==> config.mk <==
export PLATFORM = sky130hd
export DESIGN_NAME = hi_lo_muldiv_unit
export DESIGN_NICKNAME = d
export VERILOG_FILES = /design/src/rtl/hi_lo_muldiv_unit_pkg.sv /design/src/rtl/hi_lo_muldiv_unit_datapath.sv /design/src/rtl/hi_lo_muldiv_unit.sv
export SDC_FILE = /design/constraint.sdc
export NUM_CORES = 1
export LEC_CHECK = 0
export CORE_MARGIN = 5
export CORE_UTILIZATION = 55
export DETAILED_ROUTE_END_ITERATION = 10
export DONT_BUFFER_PORTS = 1
export PLACE_DENSITY = 0.7
export SLEW_MARGIN = 20
export SYNTH_ARGS = -nofsm -noshare
export SYNTH_HDL_FRONTEND = slang
export SYNTH_HIERARCHICAL = 1
export SYNTH_SLANG_ARGS = --single-unit
export TNS_END_PERCENT = 100
==> constraint.sdc <==
create_clock -name CLK -period 3.7 [get_ports CLK]
set_input_delay 0.74 -clock CLK [delete_from_list [all_inputs] [get_ports CLK]]
set_output_delay 0.74 -clock CLK [all_outputs]
set_load 0.01 [all_outputs]
==> src/rtl/hi_lo_muldiv_unit_pkg.sv <==
// hi_lo_muldiv_unit_pkg: shared OP codes, FSM states and width defaults for the HI/LO multiply/divide unit
package hi_lo_muldiv_unit_pkg;
  localparam int DEF_WIDTH = 32;
  localparam int CNT_W = 6;
  typedef enum logic [1:0] {OP_MULT = 2'b00, OP_MULTU = 2'b01, OP_DIV = 2'b10, OP_DIVU = 2'b11} op_e;
  typedef enum logic [1:0] {S_IDLE = 2'b00, S_MUL = 2'b01, S_DIV = 2'b10, S_FIX = 2'b11} state_e;
  function automatic logic op_is_div(input logic [1:0] op);
    return op[1];
  endfunction
  function automatic logic op_is_signed(input logic [1:0] op);
    return !op[0];
  endfunction
endpackage

==> src/rtl/hi_lo_muldiv_unit_datapath.sv <==
// muldiv_datapath: 2*WIDTH accumulator, shift-add / restoring shift-subtract step and sign fixup (in: clk,rst,i_load,i_op,i_a,i_b,i_mul_step,i_div_step; out: o_hi,o_lo)
module muldiv_datapath
  import hi_lo_muldiv_unit_pkg::*;
#(
  parameter int WIDTH = DEF_WIDTH
) (
  input  logic             clk,
  input  logic             rst,
  input  logic             i_load,
  input  logic [1:0]       i_op,
  input  logic [WIDTH-1:0] i_a,
  input  logic [WIDTH-1:0] i_b,
  input  logic             i_mul_step,
  input  logic             i_div_step,
  output logic [WIDTH-1:0] o_hi,
  output logic [WIDTH-1:0] o_lo
);
  logic [2*WIDTH-1:0] r_acc;
  logic [WIDTH-1:0]   r_b;
  logic               r_div, r_neg_q, r_neg_r;
  logic               w_sa, w_sb, w_ge;
  logic [WIDTH-1:0]   w_mag_a, w_mag_b, w_diff;
  logic [WIDTH:0]     w_add, w_sh;
  logic [2*WIDTH-1:0] w_mul_next, w_div_next, w_prod;
  assign w_sa = op_is_signed(i_op) && i_a[WIDTH-1];
  assign w_sb = op_is_signed(i_op) && i_b[WIDTH-1];
  assign w_mag_a = w_sa ? -i_a : i_a;
  assign w_mag_b = w_sb ? -i_b : i_b;
  assign w_add = {1'b0, r_acc[2*WIDTH-1:WIDTH]} + {1'b0, r_b & {WIDTH{r_acc[0]}}};
  assign w_mul_next = {w_add, r_acc[WIDTH-1:1]};
  assign w_sh = {r_acc[2*WIDTH-1:WIDTH], r_acc[WIDTH-1]};
  assign w_ge = w_sh >= {1'b0, r_b};
  assign w_diff = w_sh[WIDTH-1:0] - r_b;
  assign w_div_next = w_ge ? {w_diff, r_acc[WIDTH-2:0], 1'b1} : {w_sh[WIDTH-1:0], r_acc[WIDTH-2:0], 1'b0};
  assign w_prod = r_neg_q ? -r_acc : r_acc;
  assign o_lo = r_div ? (r_neg_q ? -r_acc[WIDTH-1:0] : r_acc[WIDTH-1:0]) : w_prod[WIDTH-1:0];
  assign o_hi = r_div ? (r_neg_r ? -r_acc[2*WIDTH-1:WIDTH] : r_acc[2*WIDTH-1:WIDTH]) : w_prod[2*WIDTH-1:WIDTH];
  always_ff @(posedge clk) begin
    if (rst) begin
      r_acc <= '0;
      r_b <= '0;
      r_div <= 1'b0;
      r_neg_q <= 1'b0;
      r_neg_r <= 1'b0;
    end else if (i_load) begin
      r_acc <= {{WIDTH{1'b0}}, w_mag_a};
      r_b <= w_mag_b;
      r_div <= op_is_div(i_op);
      r_neg_q <= w_sa ^ w_sb;
      r_neg_r <= w_sa;
    end else if (i_mul_step) begin
      r_acc <= w_mul_next;
    end else if (i_div_step) begin
      r_acc <= w_div_next;
    end
  end
endmodule

==> src/rtl/hi_lo_muldiv_unit.sv <==
// hi_lo_muldiv_unit: MIPS-style HI/LO multiply/divide unit (in: CLK,RST,START,OP,SRC_A,SRC_B,MT_DATA,hi_SEL,hi_EN,lo_SEL,lo_EN; out: BUSY,DONE,DIV0,HI_OUT,LO_OUT)
module hi_lo_muldiv_unit
  import hi_lo_muldiv_unit_pkg::*;
#(
  parameter int WIDTH = DEF_WIDTH
) (
  input  logic             CLK,
  input  logic             RST,
  input  logic             START,
  input  logic [1:0]       OP,
  input  logic [WIDTH-1:0] SRC_A,
  input  logic [WIDTH-1:0] SRC_B,
  input  logic [WIDTH-1:0] MT_DATA,
  input  logic             hi_SEL,
  input  logic             hi_EN,
  input  logic             lo_SEL,
  input  logic             lo_EN,
  output logic             BUSY,
  output logic             DONE,
  output logic             DIV0,
  output logic [WIDTH-1:0] HI_OUT,
  output logic [WIDTH-1:0] LO_OUT
);
  state_e           r_state;
  logic [CNT_W-1:0] r_cnt;
  logic [WIDTH-1:0] r_hi, r_lo, w_hi, w_lo;
  logic             r_done, r_div0, r_zero;
  logic             w_load;
  assign w_load = r_state == S_IDLE && START;
  assign BUSY = r_state != S_IDLE;
  assign DONE = r_done;
  assign DIV0 = r_div0;
  assign HI_OUT = r_hi;
  assign LO_OUT = r_lo;
  muldiv_datapath #(.WIDTH(WIDTH)) u_dp (
    .clk        (CLK),
    .rst        (RST),
    .i_load     (w_load),
    .i_op       (OP),
    .i_a        (SRC_A),
    .i_b        (SRC_B),
    .i_mul_step (r_state == S_MUL),
    .i_div_step (r_state == S_DIV),
    .o_hi       (w_hi),
    .o_lo       (w_lo)
  );
  always_ff @(posedge CLK) begin
    if (RST) begin
      r_state <= S_IDLE;
      r_cnt <= '0;
      r_hi <= '0;
      r_lo <= '0;
      r_done <= 1'b0;
      r_div0 <= 1'b0;
      r_zero <= 1'b0;
    end else begin
      r_done <= 1'b0;
      r_div0 <= 1'b0;
      case (r_state)
        S_IDLE: begin
          if (hi_EN && !hi_SEL) r_hi <= MT_DATA;
          if (lo_EN && !lo_SEL) r_lo <= MT_DATA;
          if (START) begin
            r_cnt <= '0;
            r_zero <= op_is_div(OP) && SRC_B == '0;
            r_state <= !op_is_div(OP) ? S_MUL : (SRC_B == '0 ? S_FIX : S_DIV);
          end
        end
        S_MUL, S_DIV: begin
          r_cnt <= r_cnt + CNT_W'(1);
          if (r_cnt == CNT_W'(WIDTH - 1)) r_state <= S_FIX;
        end
        default: begin
          if (!r_zero) begin
            r_hi <= w_hi;
            r_lo <= w_lo;
          end
          r_done <= 1'b1;
          r_div0 <= r_zero;
          r_cnt <= '0;
          r_state <= S_IDLE;
        end
      endcase
    end
  end
endmodule

==> results of run 1 <==
==> cells in the mapped netlist, types with 10 or more instances <==
cell / count
a211oi_1: 93
a211oi_2: 56
a21o_1: 37
a21oi_1: 117
a311oi_1: 14
and2_1: 11
and3_1: 17
buf_2: 10
buf_4: 10
clkbuf_1: 85
dfxtp_1: 174
ha_1: 73
inv_1: 58
mux2i_1: 112
nand2_1: 116
nand2b_1: 26
nand3_1: 26
nand4_1: 13
nor2_1: 252
nor2b_1: 16
nor3_1: 26
nor4_1: 20
o211ai_1: 20
o21ai_0: 98
o22ai_1: 15
o31ai_1: 23
o41ai_1: 10
or3_1: 22
xnor2_1: 93
xor2_1: 81
==> where the power goes <==
group	switching [mW]	internal [mW]
combinational	5.41	3.49
clock	0.929	0.978
sequential	0.856	2.54
==> cell families after synthesis <==
kind of cell / Yosys count
adder cells (fa/ha/maj): 75
flip-flops: 174
XOR/XNOR: 174
buffers and inverters: 179
multiplexers: 112
AND/OR/NAND/NOR: 581
AO/OA/AOI/OAI: 558
==> state kept, by name (all words and copies together) (netlist names) <==
signal,count
u_dp/r_neg_q,1
r_cnt,6
r_zero,1
r_state,2
LO_OUT,32
u_dp/r_neg_r,1
DIV0,1
u_dp/r_b,32
DONE,1
HI_OUT,32
u_dp/r_acc,64
u_dp/r_div,1
==> routing by layer <==
layer	GRT usage (%)	part of all wire [%]
met1	40.9	45
met2	43.7	43
met3	8.29	9.9
met4	7.45	2.3
met5	0	0.028
==> layout by cell type (no fill, tap or decap), types with 5 or more instances in the layout <==
cell type,count
o41ai_1,10
o21ai_0,98
dfxtp_1,174
clkinv_8,5
mux2i_1,112
o211ai_1,20
o31ai_1,22
xnor2_1,93
a21oi_1,117
a31oi_1,8
nand2_1,116
clkbuf_16,17
nor2b_1,16
and3_1,17
inv_1,58
buf_4,56
a221oi_1,5
a211oi_1,93
a311oi_1,14
and2_1,10
nand2b_1,26
nor2_1,252
a21o_1,37
xor2_1,81
o21ai_1,5
ha_1,70
nand4_1,13
nor4_1,20
o22ai_1,15
nand3_1,26
o21bai_1,8
nor3_1,26
a211oi_2,56
or3_1,22
==> worst max-delay path, stage by stage (launching register included) <==
cell,delay [ns]
dfxtp_1,0.32
and2_1,0.16
ha_1,0.22
fa_1,0.43
a21o_1,0.20
a21oi_1,0.19
o21ai_1,0.13
a311o_1,0.43
o41ai_4,0.43
nor2_1,0.10
o22ai_1,0.32
xor2_1,0.18
a21oi_1,0.08
and3_1,0.21
==> worst max-delay path by stage <==
stage,to,depth (start not counted),startpoint
after floorplan,u_dp/r_acc[61],13,u_dp/r_acc[0]
final,u_dp/r_acc[55],13,u_dp/r_acc[0]
after detailed placement,u_dp/r_acc[61],14,u_dp/r_acc[0]
after global placement,u_dp/r_acc[61],14,u_dp/r_acc[0]
after global routing,u_dp/r_acc[61],14,u_dp/r_acc[0]
after CTS,u_dp/r_acc[61],14,u_dp/r_acc[0]
==> per-stage QoR <==
stage	cell area (sq um)	std cells	total power [mW]
CTS	15600	2158	14.0
finish	15700	2160	14.2
global route	15700	2158	15.1
detailed placement	15000	2126	12.1
global placement	15000	2126	11.9
floorplan	14700	1853	9.99
==> cell type report <==
| cell class | count | share of cell area [%] |
|---|---|---|
| antenna | 2 | 0.0320 |
| clock buffer | 17 | 2.72 |
| clock inverter | 15 | 1.25 |
| inverter | 58 | 1.39 |
| multi-input combinational | 1500 | 66.7 |
| sequential | 174 | 22.2 |
| tap | 335 | 2.68 |
| timing repair buffer | 59 | 3.01 |
==> load_flow_metrics.sql, run 1 <==
INSERT INTO impl_metrics (metric_group, metric, value, unit) VALUES
('placement', 'dp_hpwl', '35.3', 'mm'),
('pwr', 'leak_pwr', '6.43', 'nW'),
('min_path', 'min_to', 'HI_OUT[22]', ''),
('route', 'route.vias.total', '13800', ''),
('route', 'detailedRoute.firstIterationViolations', '1410', ''),
('clock_network', 'h_tree_depth', '4', ''),
('grt', 'gr-total-overflow', '0', ''),
('sta', 'max_clock_freq', '287', 'MHz'),
('synth', 'muxShareOfSynthArea', '7.65', '%'),
('synth', 'post_synth_and_or_nand_nor_area_fraction', '18.8', '%'),
('clock_network', 'clock_path_buffers', '2', ''),
('clock_network', 'post-cts-setup-buffers', '0', ''),
('clock_network', 'numCtsBuffers', '17', ''),
('synth', 'synth.top_cell.area_share', '23.8', '%'),
('die', 'start_util', '56.1', '%'),
('synth', 'post_synth_edffs', '0', ''),
('route', 'drt-total-wl', '46.0', 'mm'),
('die', 'fp-row-count', '59', ''),
('finish', 'fillCellCount', '2385', ''),
('synth', 'synth.area.top_cells', 'dfxtp_1 (24%), mux2i_1 (7.7%), nor2_1 (6.5%)', ''),
('clock_network', 'worst_setup_hold_path_clk_slew', '0.08', 'ns'),
('finish', 'final_core_util', '59.9', '%'),
('run_status', 'run_status', 'finished clean', ''),
('sta', 'final_max_slew_viol_count', '0', ''),
('clock_network', 'clk_latency', '0.44', 'ns'),
('worst_setup_path', 'timing.critical_path.fanout_max', '4', ''),
('sta', 'finClkSkew', '0.0184', 'ns'),
('synth', 'yosys.cell_types.count', '85', ''),
('route', 'avgViaCountPerCell', '6.38', ''),
('min_path', 'hold_depth', '1', ''),
('worst_setup_path', 'worstReg2RegStart', 'u_dp/r_acc[0]', ''),
('die', 'design.die.area', '30000', 'sq um'),
('clock_network', 'cts_num_sinks', '174', ''),
('die', 'core', '26100', 'sq um'),
('sta', 'final.hold.worst_slack', '0.379', 'ns'),
('grt', 'grt_max_degree', '140', ''),
('synth', 'synth-warning-count', '6', ''),
('route', 'wl_per_cell', '21.3', 'microns'),
('finish', 'finalNetCount', '1990', ''),
('synth', 'cell_area_after_technology_mapping', '14700', 'sq um'),
('synth', 'synth_seq_cells', '174', ''),
('worst_setup_path', 'ff2ff_setup_slack', '0.21', 'ns'),
('run', 'maxCapViolCount', '0', ''),
('synth', 'synth.avg_cell_area', '7.91', 'sq um'),
('placement', 'io_buffer_count', '0', ''),
('sta', 'worstMarginPinSlew', '0.982', 'ns'),
('finish', 'total_area_of_multi_input_combinational_cells', '10400', 'sq um'),
('clock_network', 'cts.root.buffer_cell', 'clkbuf_16', ''),
('grt', 'gr-usage-all-layers', '29.0', '%'),
('sta', 'unrepaired_setup_endpoints_after_global_routing', 'no', ''),
('synth', 'synth-seq-area-share', '23.8', '%'),
('pwr', 'power_per_cell_area', '907', 'nW/um^2'),
('finish', 'area.sequential', '3480', 'sq um'),
('min_path', 'holdCritPathClass', 'in -> reg', ''),
('route', 'route.detailed.drc', '0', ''),
('worst_setup_path', 'cp_data_arrival_time', '3.82', 'ns'),
('sta', 'setup_violations', '0', ''),
('route', 'ant_nets', '0', ''),
('worst_setup_path', 'critPathRequiredTime', '4.03', 'ns'),
('finish', 'flow.area_growth_from_synthesis', '6.86', '%'),
('synth', 'synth-adder-area-share', '6.51', '%'),
('sta', 'final.min_clock_period', '3.49', 'ns'),
('synth', 'postSynthCellCount', '1853', ''),
('sta', 'fin_tns_setup', '0', 'ns'),
('worst_setup_path', 'critPathCaptureType', 'flip-flop', ''),
('grt', 'first_global_vias', '12800', ''),
('sta', 'layout_setup_ws', '0.212', 'ns'),
('die', 'die-width', '173', 'microns'),
('clock_network', 'cts_tree', 'yes', ''),
('die', 'die_height', '173', 'microns'),
('placement', 'detailedPlace.worstSlack', '0.113', 'ns');
Power figures use the tool's default switching activity.
==> run 2: changes to the inputs <==
CAP_MARGIN = 5   (was default)
TNS_END_PERCENT = 50   (was 100)
==> results of run 2 <==
Same layout as run 1: the final DEF is identical, and so are final timing and power.
==> run 3: changes to the inputs <==
CORE_UTILIZATION = 48   (was 55)
PLACE_DENSITY = 0.63   (was 0.7)
==> run 3 against run 2 <==
Compared with the run above:
- first-iteration DRC count shrank 11%
- register-to-register slack got worse by 0.05 ns
- worst setup slack worse by 0.049 ns
- final cell count is 2.9% higher
- hold slack improved by 0.0029 ns
==> load_flow_metrics.sql, run 3 (synthesized netlist as in run 1, its figures left out) <==
INSERT INTO impl_metrics (metric_group, metric, value, unit) VALUES
('run_status', 'run_status', 'finished clean', ''),
('worst_setup_path', 'r2r-end', 'u_dp/r_acc[61]', ''),
('die', 'die_height', '185', 'microns'),
('pwr', 'power_per_cell_area', '908', 'nW/um^2'),
('sta', 'final.hold.worst_slack', '0.382', 'ns'),
('clock_network', 'h_tree_depth', '4', ''),
('grt', 'gr-usage-all-layers', '27.2', '%'),
('finish', 'largest_register_ff_count', '64', ''),
('die', 'core', '30300', 'sq um'),
('finish', 'leading_cell_type_in_the_layout_fill_and_taps_excluded', 'nor2_1', ''),
('die', 'start_util', '48.3', '%'),
('route', 'avgViaCountPerCell', '6.21', ''),
('pwr', 'clock_share_of_power', '13.4', '%'),
('pwr', 'share_comb_of_total_power', '63.0', '%'),
('worst_setup_path', 'timing.critical_path.fanout_max', '21', ''),
('route', 'dr.pass1.iters', '7', ''),
('min_path', 'hold_start', 'RST', ''),
('finish', 'antenna-diode-count', '0', ''),
('die', 'design.portCount', '172', ''),
('die', 'design.die.area', '34100', 'sq um'),
('worst_setup_path', 'critPathCaptureType', 'flip-flop', ''),
('placement', 'io_buffer_count', '0', ''),
('sta', 'final_max_slew_viol_count', '0', ''),
('sta', 'finalHoldViolCount', '0', ''),
('grt', 'number_of_antenna_violations_at_the_first_check_in_global_routing', '2', ''),
('sta', 'max_clock_freq', '283', 'MHz'),
('min_path', 'min_to', 'LO_OUT[23]', ''),
('worst_setup_path', 'worstSetupStartpoint', 'u_dp/r_acc[0]', ''),
('route', 'drt-total-wl', '47.8', 'mm'),
('clock_network', 'cts_tree', 'yes', ''),
('run', 'maxCapViolCount', '0', ''),
('sta', 'layout_worst_path_cycle_share', '95.6', '%'),
('pwr', 'power.switching_fraction', '51.3', '%'),
('grt', 'gr-total-overflow', '0', ''),
('sta', 'final.min_clock_period', '3.54', 'ns'),
('worst_setup_path', 'cp_data_arrival_time', '3.86', 'ns'),
('worst_setup_path', 'ff2ff_setup_slack', '0.16', 'ns'),
('pwr', 'seq_power_share', '23.6', '%'),
('finish', 'final_core_util', '51.9', '%'),
('worst_setup_path', 'worstReg2RegStart', 'u_dp/r_acc[0]', ''),
('finish', 'drive_gt1_share', '10.1', '%'),
('finish', 'largest_register', 'u_dp/r_acc', ''),
('grt', 'grt_max_degree', '140', ''),
('clock_network', 'post_cts_hold_buffer_count', '0', ''),
('route', 'ant_nets', '0', ''),
('min_path', 'hold_depth', '1', ''),
('sta', 'worstMarginPinSlew', '1.07', 'ns'),
('pwr', 'power_report.internal_total', '6.96', 'mW'),
('sta', 'fin_tns_setup', '0', 'ns'),
('sta', 'finClkSkew', '0.0285', 'ns'),
('finish', 'finalNetCount', '1994', ''),
('clock_network', 'clk_latency', '0.45', 'ns'),
('clock_network', 'cts.root.buffer_cell', 'clkbuf_16', ''),
('placement', 'global_placement_routability_congestion', '1.02', ''),
('die', 'fp-row-count', '64', ''),
('grt', 'first_global_vias', '12800', ''),
('sta', 'maxSlewHeadroom', '28.8', '%'),
('pwr', 'leak_pwr', '6.45', 'nW'),
('min_path', 'holdCritPathClass', 'in -> reg', ''),
('grt', 'grt_first_pass_wirelength', '73.9', 'mm'),
('pwr', 'ir_drop', '454', 'uV'),
('clock_network', 'clock_path_buffers', '2', ''),
('sta', 'unrepaired_setup_endpoints_after_global_routing', 'no', ''),
('placement', 'dp_hpwl', '36.8', 'mm'),
('finish', 'flow.area_growth_from_synthesis', '7.42', '%'),
('worst_setup_path', 'start_kind', 'flip-flop', ''),
('sta', 'setup_violations', '0', ''),
('finish', 'layout.cells.most_common_list', 'nor2_1 (252), dfxtp_1 (174), a21oi_1 (117)', ''),
('die', 'die-width', '185', 'microns'),
('clock_network', 'cts_resized', '0', ''),
('route', 'route.vias.total', '13800', ''),
('clock_network', 'cts_num_sinks', '174', ''),
('route', 'route.detailed.drc', '0', ''),
('worst_setup_path', 'critical_path_class', 'reg -> reg', ''),
('worst_setup_path', 'critPathRequiredTime', '4.02', 'ns'),
('route', 'detailedRoute.firstIterationViolations', '1251', ''),
('clock_network', 'post-cts-setup-buffers', '0', ''),
('worst_setup_path', 'r2r.worst_path.cells', '14', ''),
('clock_network', 'numCtsBuffers', '17', ''),
('clock_network', 'worst_setup_hold_path_clk_slew', '0.08', 'ns'),
('pwr', 'p_switching', '7.33', 'mW'),
('route', 'wl_per_cell', '21.5', 'microns');
run 3: how the worst max path moves through the flow:
stage	to	slack (ns)	cells after the start
6_report	u_dp/r_acc[61]	0.16	14
5_1_grt	u_dp/r_acc[59]	0.004	13
4_1_cts	u_dp/r_acc[61]	0.14	14
3_5_place_dp	u_dp/r_acc[61]	0.18	14
3_3_place_gp	u_dp/r_acc[61]	0.26	13
2_1_floorplan	u_dp/r_acc[61]	0.53	13
run 3: worst max-delay path, cell delays in order, from the launching register on:
cell	delay, ns
dfxtp_1	0.35
inv_1	0.17
buf_4	0.28
nor2_1	0.07
ha_1	0.35
a21oi_1	0.22
and3_1	0.17
o21ai_1	0.09
a311o_1	0.41
o31ai_2	0.36
o31ai_1	0.18
o41a_1	0.41
xnor2_1	0.15
a21oi_1	0.08
o31a_1	0.14
run 3: stage by stage:
step	total power [mW]	setup WS (ns)	cells	area, sq um
6_report	14.3	0.164	2223	15700
5_1_grt	15.3	0.00363	2223	15700
4_1_cts	14.1	0.144	2223	15700
3_5_place_dp	12.2	0.181	2191	15100
3_3_place_gp	12.1	0.259	2191	15100
2_1_floorplan	9.99	0.529	1853	14700
run 3: power by group through the flow:
stage | Clock (mW) | Sequential (mW) | Combinational [mW]
final | 1.91 | 3.38 | 9.00
after global placement | 0 | 3.40 | 8.68
after floorplan | 0 | 3.19 | 6.80
after global routing | 2.02 | 3.46 | 9.80
after CTS | 1.94 | 3.37 | 8.83
after detailed placement | 0 | 3.42 | 8.79
run 3: layout make-up:
type	count	area (sq um)
flip-flops and latches	174	3480
well taps	396	495
fillers	2952	14600
clock buffers	17	425
multi-input cells	1500	10400
repair buffers	63	498
inverters	58	218
clock inverters	15	189
run 3: per-layer routing:
metal	global-route usage, %	up-vias	share of wire [%]
li1	-	6665	-
met1	40.0	6477	46
met2	40.1	586	42
met3	6.14	67	9.0
met4	6.87	0	2.4
met5	0	-	0
